$ cat config.mk
export PLATFORM = sky130hd
export DESIGN_NAME = oam_dma_controller_flat
export DESIGN_NICKNAME = d
export VERILOG_FILES = /design/src/rtl/oam_dma_controller_if.sv /design/src/rtl/oam_dma_controller.sv /design/src/flat_wrapper.sv
export SDC_FILE = /design/constraint.sdc
export NUM_CORES = 1
export LEC_CHECK = 0
export ABC_AREA = 1
export CAP_MARGIN = 20
export CORE_UTILIZATION = 50
export DETAILED_ROUTE_END_ITERATION = 16
export DONT_BUFFER_PORTS = 1
export SLEW_MARGIN = 20
export SYNTH_ARGS = -nofsm -noshare
export SYNTH_HDL_FRONTEND = slang
export SYNTH_SLANG_ARGS = --single-unit
$ cat constraint.sdc
create_clock -name CLK -period 3 [get_ports CLK]
set_input_delay 0.6 -clock CLK [delete_from_list [all_inputs] [get_ports CLK]]
set_output_delay 0.6 -clock CLK [all_outputs]
set_load 0.005 [all_outputs]
$ cat src/rtl/oam_dma_controller_if.sv
// oam_dma_controller_if: CPU-side request, DMA source-bus and PPU OAM write signals of the sprite DMA engine
interface oam_dma_controller_if;
  logic [15:0] cpu_addr;
  logic [7:0] cpu_data_out;
  logic cpu_rw_n;
  logic [7:0] bus_data_in;
  logic cpu_halt;
  logic dma_active;
  logic [15:0] bus_addr;
  logic bus_rden;
  logic oam_wren;
  logic [7:0] oam_addr;
  logic [7:0] oam_data;
  modport master (
    output cpu_addr, cpu_data_out, cpu_rw_n, bus_data_in,
    input cpu_halt, dma_active, bus_addr, bus_rden, oam_wren, oam_addr, oam_data
  );
  modport slave (
    input cpu_addr, cpu_data_out, cpu_rw_n, bus_data_in,
    output cpu_halt, dma_active, bus_addr, bus_rden, oam_wren, oam_addr, oam_data
  );
endinterface

$ cat src/rtl/oam_dma_controller.sv
// oam_dma_controller: $4014 sprite DMA, copies one CPU page into PPU OAM with 2A03 halt/align timing
module oam_dma_controller #(
  parameter logic [15:0] DMA_REG_ADDR = 16'h4014,
  parameter int XFER_LEN = 256
) (
  input logic CLK,
  input logic RESET_n,
  input logic ENABLE,
  oam_dma_controller_if.slave bus
);
  typedef enum logic [2:0] {IDLE, HALT, ALIGN, READ, WRITE} state_t;
  localparam logic [7:0] LAST = 8'(XFER_LEN - 1);
  state_t state, nxt;
  logic [7:0] page, idx, idx_nxt;
  logic parity;
  logic trigger;
  assign trigger = state == IDLE && !bus.cpu_rw_n && bus.cpu_addr == DMA_REG_ADDR;
  always_comb begin
    nxt = state;
    idx_nxt = idx;
    case (state)
      IDLE: nxt = trigger ? HALT : IDLE;
      HALT: nxt = parity ? READ : ALIGN;
      ALIGN: nxt = READ;
      READ: nxt = WRITE;
      WRITE: begin
        nxt = idx == LAST ? IDLE : READ;
        idx_nxt = idx == LAST ? 8'h0 : idx + 8'h1;
      end
      default: nxt = IDLE;
    endcase
  end
  // outputs are registered from the next state; oam_data doubles as the read-data latch
  always_ff @(posedge CLK or negedge RESET_n)
    if (!RESET_n) begin
      state <= IDLE;
      page <= 8'h0;
      idx <= 8'h0;
      parity <= 1'b0;
      bus.cpu_halt <= 1'b0;
      bus.dma_active <= 1'b0;
      bus.bus_rden <= 1'b0;
      bus.bus_addr <= 16'h0;
      bus.oam_wren <= 1'b0;
      bus.oam_addr <= 8'h0;
      bus.oam_data <= 8'h0;
    end else if (ENABLE) begin
      state <= nxt;
      idx <= idx_nxt;
      parity <= ~parity;
      if (trigger) page <= bus.cpu_data_out;
      bus.cpu_halt <= nxt != IDLE;
      bus.dma_active <= nxt inside {ALIGN, READ, WRITE};
      bus.bus_rden <= nxt == READ;
      bus.bus_addr <= nxt == READ ? {page, idx_nxt} : 16'h0;
      bus.oam_wren <= nxt == WRITE;
      bus.oam_addr <= nxt == WRITE ? idx : 8'h0;
      bus.oam_data <= nxt == WRITE ? bus.bus_data_in : 8'h0;
    end
endmodule
$ cat src/flat_wrapper.sv
// flat-port wrapper written by rule: the top's interface ports become plain ports
module oam_dma_controller_flat 
#(
  parameter logic [15:0] DMA_REG_ADDR = 16'h4014,
  parameter int XFER_LEN = 256
)
  (CLK, RESET_n, ENABLE, bus_cpu_addr, bus_cpu_data_out, bus_cpu_rw_n, bus_bus_data_in, bus_cpu_halt, bus_dma_active, bus_bus_addr, bus_bus_rden, bus_oam_wren, bus_oam_addr, bus_oam_data);
  oam_dma_controller_if bus_i ();
  input logic CLK;
  input logic RESET_n;
  input logic ENABLE;
  input wire logic [$bits(bus_i.cpu_addr)-1:0] bus_cpu_addr;
  input wire logic [$bits(bus_i.cpu_data_out)-1:0] bus_cpu_data_out;
  input wire logic [$bits(bus_i.cpu_rw_n)-1:0] bus_cpu_rw_n;
  input wire logic [$bits(bus_i.bus_data_in)-1:0] bus_bus_data_in;
  output wire logic [$bits(bus_i.cpu_halt)-1:0] bus_cpu_halt;
  output wire logic [$bits(bus_i.dma_active)-1:0] bus_dma_active;
  output wire logic [$bits(bus_i.bus_addr)-1:0] bus_bus_addr;
  output wire logic [$bits(bus_i.bus_rden)-1:0] bus_bus_rden;
  output wire logic [$bits(bus_i.oam_wren)-1:0] bus_oam_wren;
  output wire logic [$bits(bus_i.oam_addr)-1:0] bus_oam_addr;
  output wire logic [$bits(bus_i.oam_data)-1:0] bus_oam_data;
  assign bus_i.cpu_addr = bus_cpu_addr;
  assign bus_i.cpu_data_out = bus_cpu_data_out;
  assign bus_i.cpu_rw_n = bus_cpu_rw_n;
  assign bus_i.bus_data_in = bus_bus_data_in;
  assign bus_cpu_halt = bus_i.cpu_halt;
  assign bus_dma_active = bus_i.dma_active;
  assign bus_bus_addr = bus_i.bus_addr;
  assign bus_bus_rden = bus_i.bus_rden;
  assign bus_oam_wren = bus_i.oam_wren;
  assign bus_oam_addr = bus_i.oam_addr;
  assign bus_oam_data = bus_i.oam_data;
  oam_dma_controller #(.DMA_REG_ADDR(DMA_REG_ADDR), .XFER_LEN(XFER_LEN)) u_core (.CLK(CLK), .RESET_n(RESET_n), .ENABLE(ENABLE), .bus(bus_i));
endmodule
# ---- Word level (Yosys, flattened, before mapping)
# Cells that the tools add are included.
# W data, S select, Z words.
dict set report word_totals {
  register_bits 56
  out_inout_bits 36
  elab_cells 38
  in_bits 36
}
dict set report classes {
  mux 9
  bitwise_logic 1
  reduce_logical 7
  eq_ne 9
  add_sub_neg 1
}
# op n
set ops {}
lappend ops {{$mux W8} 4}
lappend ops {{$eq A16 B15 Y1 const B} 1}
lappend ops {{$mux W16} 1}
lappend ops {{$pmux W3 S5} 1}
lappend ops {{$eq A3 B2 Y1 const B} 4}
lappend ops {{$add A8 B1 Y8 const B} 1}
lappend ops {{$eq A8 B8 Y1 const B} 1}
lappend ops {{$eq A3 B3 Y1 const B} 2}
lappend ops {{$reduce_bool A3 Y1} 2}
lappend ops {{$eq A3 B1 Y1 const B} 1}
lappend ops {{$logic_not A3 Y1} 1}
lappend ops {{$logic_and A1 B1 Y1} 2}
lappend ops {{$mux W1} 2}
lappend ops {{$mux W2} 1}
lappend ops {{$reduce_and A2 Y1} 1}
lappend ops {{$logic_not A1 Y1} 1}
lappend ops {{$not A1 Y1} 1}

# ---- Depth between registers and ports, before layout
dict set report logic_depth {
  ltp_word 7
  mapped_depth 9
  mapped_depth_nobuf 8
}

# ---- Worst setup path after synthesis
# No wires, ideal clock.
dict set report synth_timing {
  path_type {in2reg}
  start {input bus_cpu_addr[15]}
  end {register u_core.page[6]}
  setup_slack_ns 1.497
  t_arrival_ns 1.386
  t_required_ns 2.883
  cell_stages 7
  setup_time_ns 0.117
  path_buffers 1
  path_cell_list {inv_1 -> nand2_1 -> nor3_1 -> nand4_2 -> buf_6 -> nand2_1 -> o21ai_2}
}
dict set report synth_between {
  elab_chain_cells 3
}
# element line_no
set synth_lines {}
lappend synth_lines {{start, declared} flat_wrapper.sv:12} ;# input wire logic [$bits(bus_i.cpu_addr)-1:0] bus_cpu_addr;
lappend synth_lines {{$eq A16 B15 Y1} oam_dma_controller.sv:17} ;# assign trigger = state == IDLE && !bus.cpu_rw_n && bus.cpu_addr == DMA_REG_ADDR;
lappend synth_lines {{$logic_and A1 B1 Y1} oam_dma_controller.sv:17}
lappend synth_lines {{$reduce_and A2 Y1 (no line)} -}
lappend synth_lines {{end signal, assigned} oam_dma_controller.sv:51} ;# if (trigger) page <= bus.cpu_data_out;
lappend synth_lines {{end, declared} oam_dma_controller.sv:14} ;# logic [7:0] page, idx, idx_nxt;
# No other way between the ends.
# A chain may end at the register's enable or synchronous reset.

# ---- Final worst setup path
dict set report layout_timing {
  start {register u_core.state[0]}
  end {register u_core.bus.bus_addr[14]}
}
dict set report layout_between {
  elab_chain_cells 7
  word_cells_on_any_way 11
  classes_between {eq/ne (5); mux (3); reduce/logical (3)}
}
# element line_no
set layout_lines {}
lappend layout_lines {{start, declared} oam_dma_controller.sv:13} ;# state_t state, nxt;
lappend layout_lines {{start signal, assigned} oam_dma_controller.sv:48} ;# state <= nxt;
lappend layout_lines {{$logic_not A3 Y1} {oam_dma_controller.sv:17, oam_dma_controller.sv:21}}
lappend layout_lines {{$logic_and A1 B1 Y1 (2 in a row)} oam_dma_controller.sv:17}
lappend layout_lines {{$mux W1} oam_dma_controller.sv:22} ;# IDLE: nxt = trigger ? HALT : IDLE;
lappend layout_lines {{$pmux W3 S5 *} oam_dma_controller.sv:21} ;# case (state)
lappend layout_lines {{$eq A3 B2 Y1 *} oam_dma_controller.sv:55} ;# bus.bus_addr <= nxt == READ ? {page, idx_nxt} : 16'h0;
lappend layout_lines {{$mux W16 *} oam_dma_controller.sv:55}
lappend layout_lines {{end signal, assigned} oam_dma_controller.sv:55}
lappend layout_lines {{end, declared} oam_dma_controller_if.sv:20} ;# output cpu_halt, dma_active, bus_addr, bus_rden, oam_wren, oam_addr, oam_data
# Every way passes the cells marked *; elsewhere a longest branch is shown, timed or not.

==> results.md <==
- Final slew viol count: 0
- CP bufs+invs: 1
- Maximum vdd drop: 0.000409 V
- Global-route wire length before repair: 8440 um
- PostCTS Resize Cnt: 0
- Antenna Violating Nets Remaining: 0
- Setup Fix Bufs, Post-CTS: 0
- # clock sinks: 56
- Cell Pwr Density: 683 nW/um^2
- Critical path depth: 7
- Relative slew margins: 0.651
- # Max-Cap Violations: 0
- Final period util: 0.591
- Most used cell, CP: nand2_1
- # H-tree levels: 2
- Initial antenna violation count: 0
- Hold crit path type: in -> async
- R2R Path End: u_core.bus.bus_addr[14]
- Worst path max stage delay: 430 ps
- Status: completed
- DRC violations left: 0
- # IOs: 72
- Synth area leader: dfrtp_1
- Total routed wirelength: 4960 um
- Final setup violation count: 0
- Fin cells: 369
- Clk_lat worst skew: 310 ps
- Skew final: 3.06 ps
- Port bufs: 0
- Syn Nets: 340
- Crit path required time: 3250 ps
- R2R Path Start: u_core.state[0]
- FMAX: 0.564 GHz
- Register area share after synthesis: 0.553
- DP HPWL: 3390 um
- Final-layout fill cell count: 488
- Clock root buffer: clkbuf_8
- Worst-path cell chain: nor2_1 -> nand2_1 -> inv_1 -> a21oi_4 -> nor2_2 -> nand2_1 -> nand2_1
- CP startpoint kind: flip-flop
- Crit path max-delay family: simple AND/OR/NAND/NOR gates
- Vias in the first global route: 1883
- DRT Pass-1 Iters: 4
- Setup TNS: 0 ps
- CP Max Fanout: 11
- TritonCTS clock tree: built
- Synth Area per Inst: 8.37 um^2
- GR Overflow Total: 0
- Nets: 338
- Critical path launch point: u_core.state[0]
- WL/cell: 13.4 um
- Cts hold-fix bufs: 1
- Fraction of layout cells with a size suffix above 1: 0.0960
- Clock Tree Buf Depth: 2
- Largest net degree at the start of global routing: 57
- Synth Cell Area: 2540 um^2
- DIE AREA: 5360 um^2
- Area grow syn2layout: 6.66%
- Total number of vias: 1880
- Starting Density: 0.526
- Worst-Margin Slew: 522 ps
- CP endpoint kind: flip-flop
- Leading post-synthesis cells by cell area: dfrtp_1 (55%), nand2_1 (17%), nand3_1 (4.1%)
- Die height: 73.2 um
- Synth unique cells: 26
- Core Footprint: 4820 um^2
- Yosys reg bits: 56
- Hold Fails Final Rpt: 0
- CP endpoint: u_core.bus.bus_addr[14]
- Yosys Warn Count: 0
- 1st-iter DRT viols: 109
- Leak: 0.00137 uW
- DR vias/cell: 5.09
- CP Data Arrival Time: 2030 ps
- GRT Resource Usage Total: 0.210
- Die W: 73.2 um
- Antenna cells: 0
- R2R Setup Slk: 1230 ps
- Reg clk slew, reported paths: 100 ps
- Rows: 25
- Placed Cells: 360
- WS Path Type: reg -> reg
- Synth top area share: 0.553
- R2R cell count: 7
- Cells after Synth: 303
- Min cycle time layout: 1770 ps
- RSZ-0062 raised after global routing: no
- Slowest-stage cell, CP: dfrtp_1
- Gp weighted congestion: 0.840
- CTS buffer count: 5
final cells by class:
| cell class | instances | area, um^2 | area share |
|---|---|---|---|
| clock buffer | 5 | 68.8 | 0.0254 |
| multi-input combinational | 210 | 972 | 0.359 |
| tap | 67 | 83.8 | 0.0310 |
| sequential | 56 | 1400 | 0.518 |
| inverter | 25 | 93.8 | 0.0347 |
| clock inverter | 3 | 42.5 | 0.0157 |
| timing repair buffer | 3 | 42.5 | 0.0157 |
worst min path at each step:
| stage | cells after the start | slack [ps] | endpoint | from |
|---|---|---|---|---|
| floorplan | 0 | 300 | u_core.bus.bus_addr[0] | RESET_n |
| global placement | 0 | 310 | u_core.bus.oam_addr[2] | RESET_n |
| detailed placement | 0 | 310 | u_core.bus.oam_addr[2] | RESET_n |
| CTS | 1 | 150 | u_core.page[4] | RESET_n |
| global route | 1 | 140 | u_core.idx[4] | RESET_n |
| finish | 1 | 140 | u_core.idx[3] | RESET_n |
sequential cells by signal, summed over array words and instances, names as in the netlist:
signal                 count
u_core.parity              1
u_core.bus.oam_addr        8
u_core.page                8
u_core.state               3
u_core.bus.bus_addr       16
u_core.bus.oam_wren        1
u_core.bus.dma_active      1
u_core.bus.bus_rden        1
u_core.bus.oam_data        8
u_core.idx                 8
u_core.bus.cpu_halt        1
metrics by stage:
| stage | hold slack [ps] | total power [uW] | utilization | area, um^2 | setup slack, ps |
|---|---|---|---|---|---|
| 2_1_floorplan | 304 | 1280 | - | 2540 | 1500 |
| 3_3_place_gp | 305 | 1350 | 0.533 | 2570 | 1140 |
| 3_5_place_dp | 306 | 1350 | 0.533 | 2570 | 1120 |
| 4_1_cts | 147 | 1870 | 0.562 | 2710 | 1210 |
| 5_1_grt | 140 | 1970 | 0.562 | 2710 | 993 |
| 6_report | 136 | 1850 | 0.562 | 2710 | 1230 |
cell usage in the layout (no fill, tap or decap):
master	synthesis	layout
buf_16	0	1
bufinv_16	0	1
nand3b_1	1	1
a21oi_4	1	1
o21ai_0	18	18
inv_2	1	1
nor2_1	19	19
o21bai_1	1	1
nand3_1	21	21
nand2_1	117	117
o21ai_2	8	8
xnor2_1	1	1
ha_1	1	1
inv_1	24	24
clkinv_2	0	1
nand2_2	3	3
dfrtp_1	56	56
nand4_2	1	1
buf_4	1	2
a21oi_1	4	4
nor3_4	1	1
nor3_1	1	1
nor2_2	3	3
clkinvlp_4	0	1
clkbuf_8	0	5
o21ai_1	7	7
xor2_1	2	2
cell families after synthesis:
kind of cell,share of synthesized area
xor+xnor,0.0104
simple gates,0.274
fa+ha+maj,0.00493
flops,0.553
compound gates,0.0942
buf+inv,0.0641
cells in the mapped netlist:
cell,instances
buf_2,4
nand3b_1,1
nor2_1,19
ha_1,1
nor2_2,3
nand2_1,117
o21ai_2,8
nand4_2,1
xor2_1,2
o21ai_1,7
nand2_2,3
a21oi_1,4
inv_2,1
buf_4,1
nor3_1,1
buf_6,2
o21ai_0,18
o21bai_1,1
inv_1,24
a21oi_4,1
buf_1,1
dfrtp_1,56
clkbuf_1,4
nor3_4,1
xnor2_1,1
nand3_1,21
power by group:
group / leakage (uW) / internal [uW] / switching (uW)
Combinational: 0.000554 / 123 / 252
Clock: 0.0000541 / 247 / 243
Sequential: 0.000764 / 866 / 114
Total: 0.00137 / 1240 / 609
metal layers:
layer / global-route usage / vias up / wire (um)
li1: - / 938 / -
met1: 0.258 / 888 / 2220
met2: 0.352 / 50 / 2370
met3: 0.0649 / 4 / 313
met4: 0.0654 / 0 / 55
met5: 0 / - / 0
(Power assumes the default switching activity.)
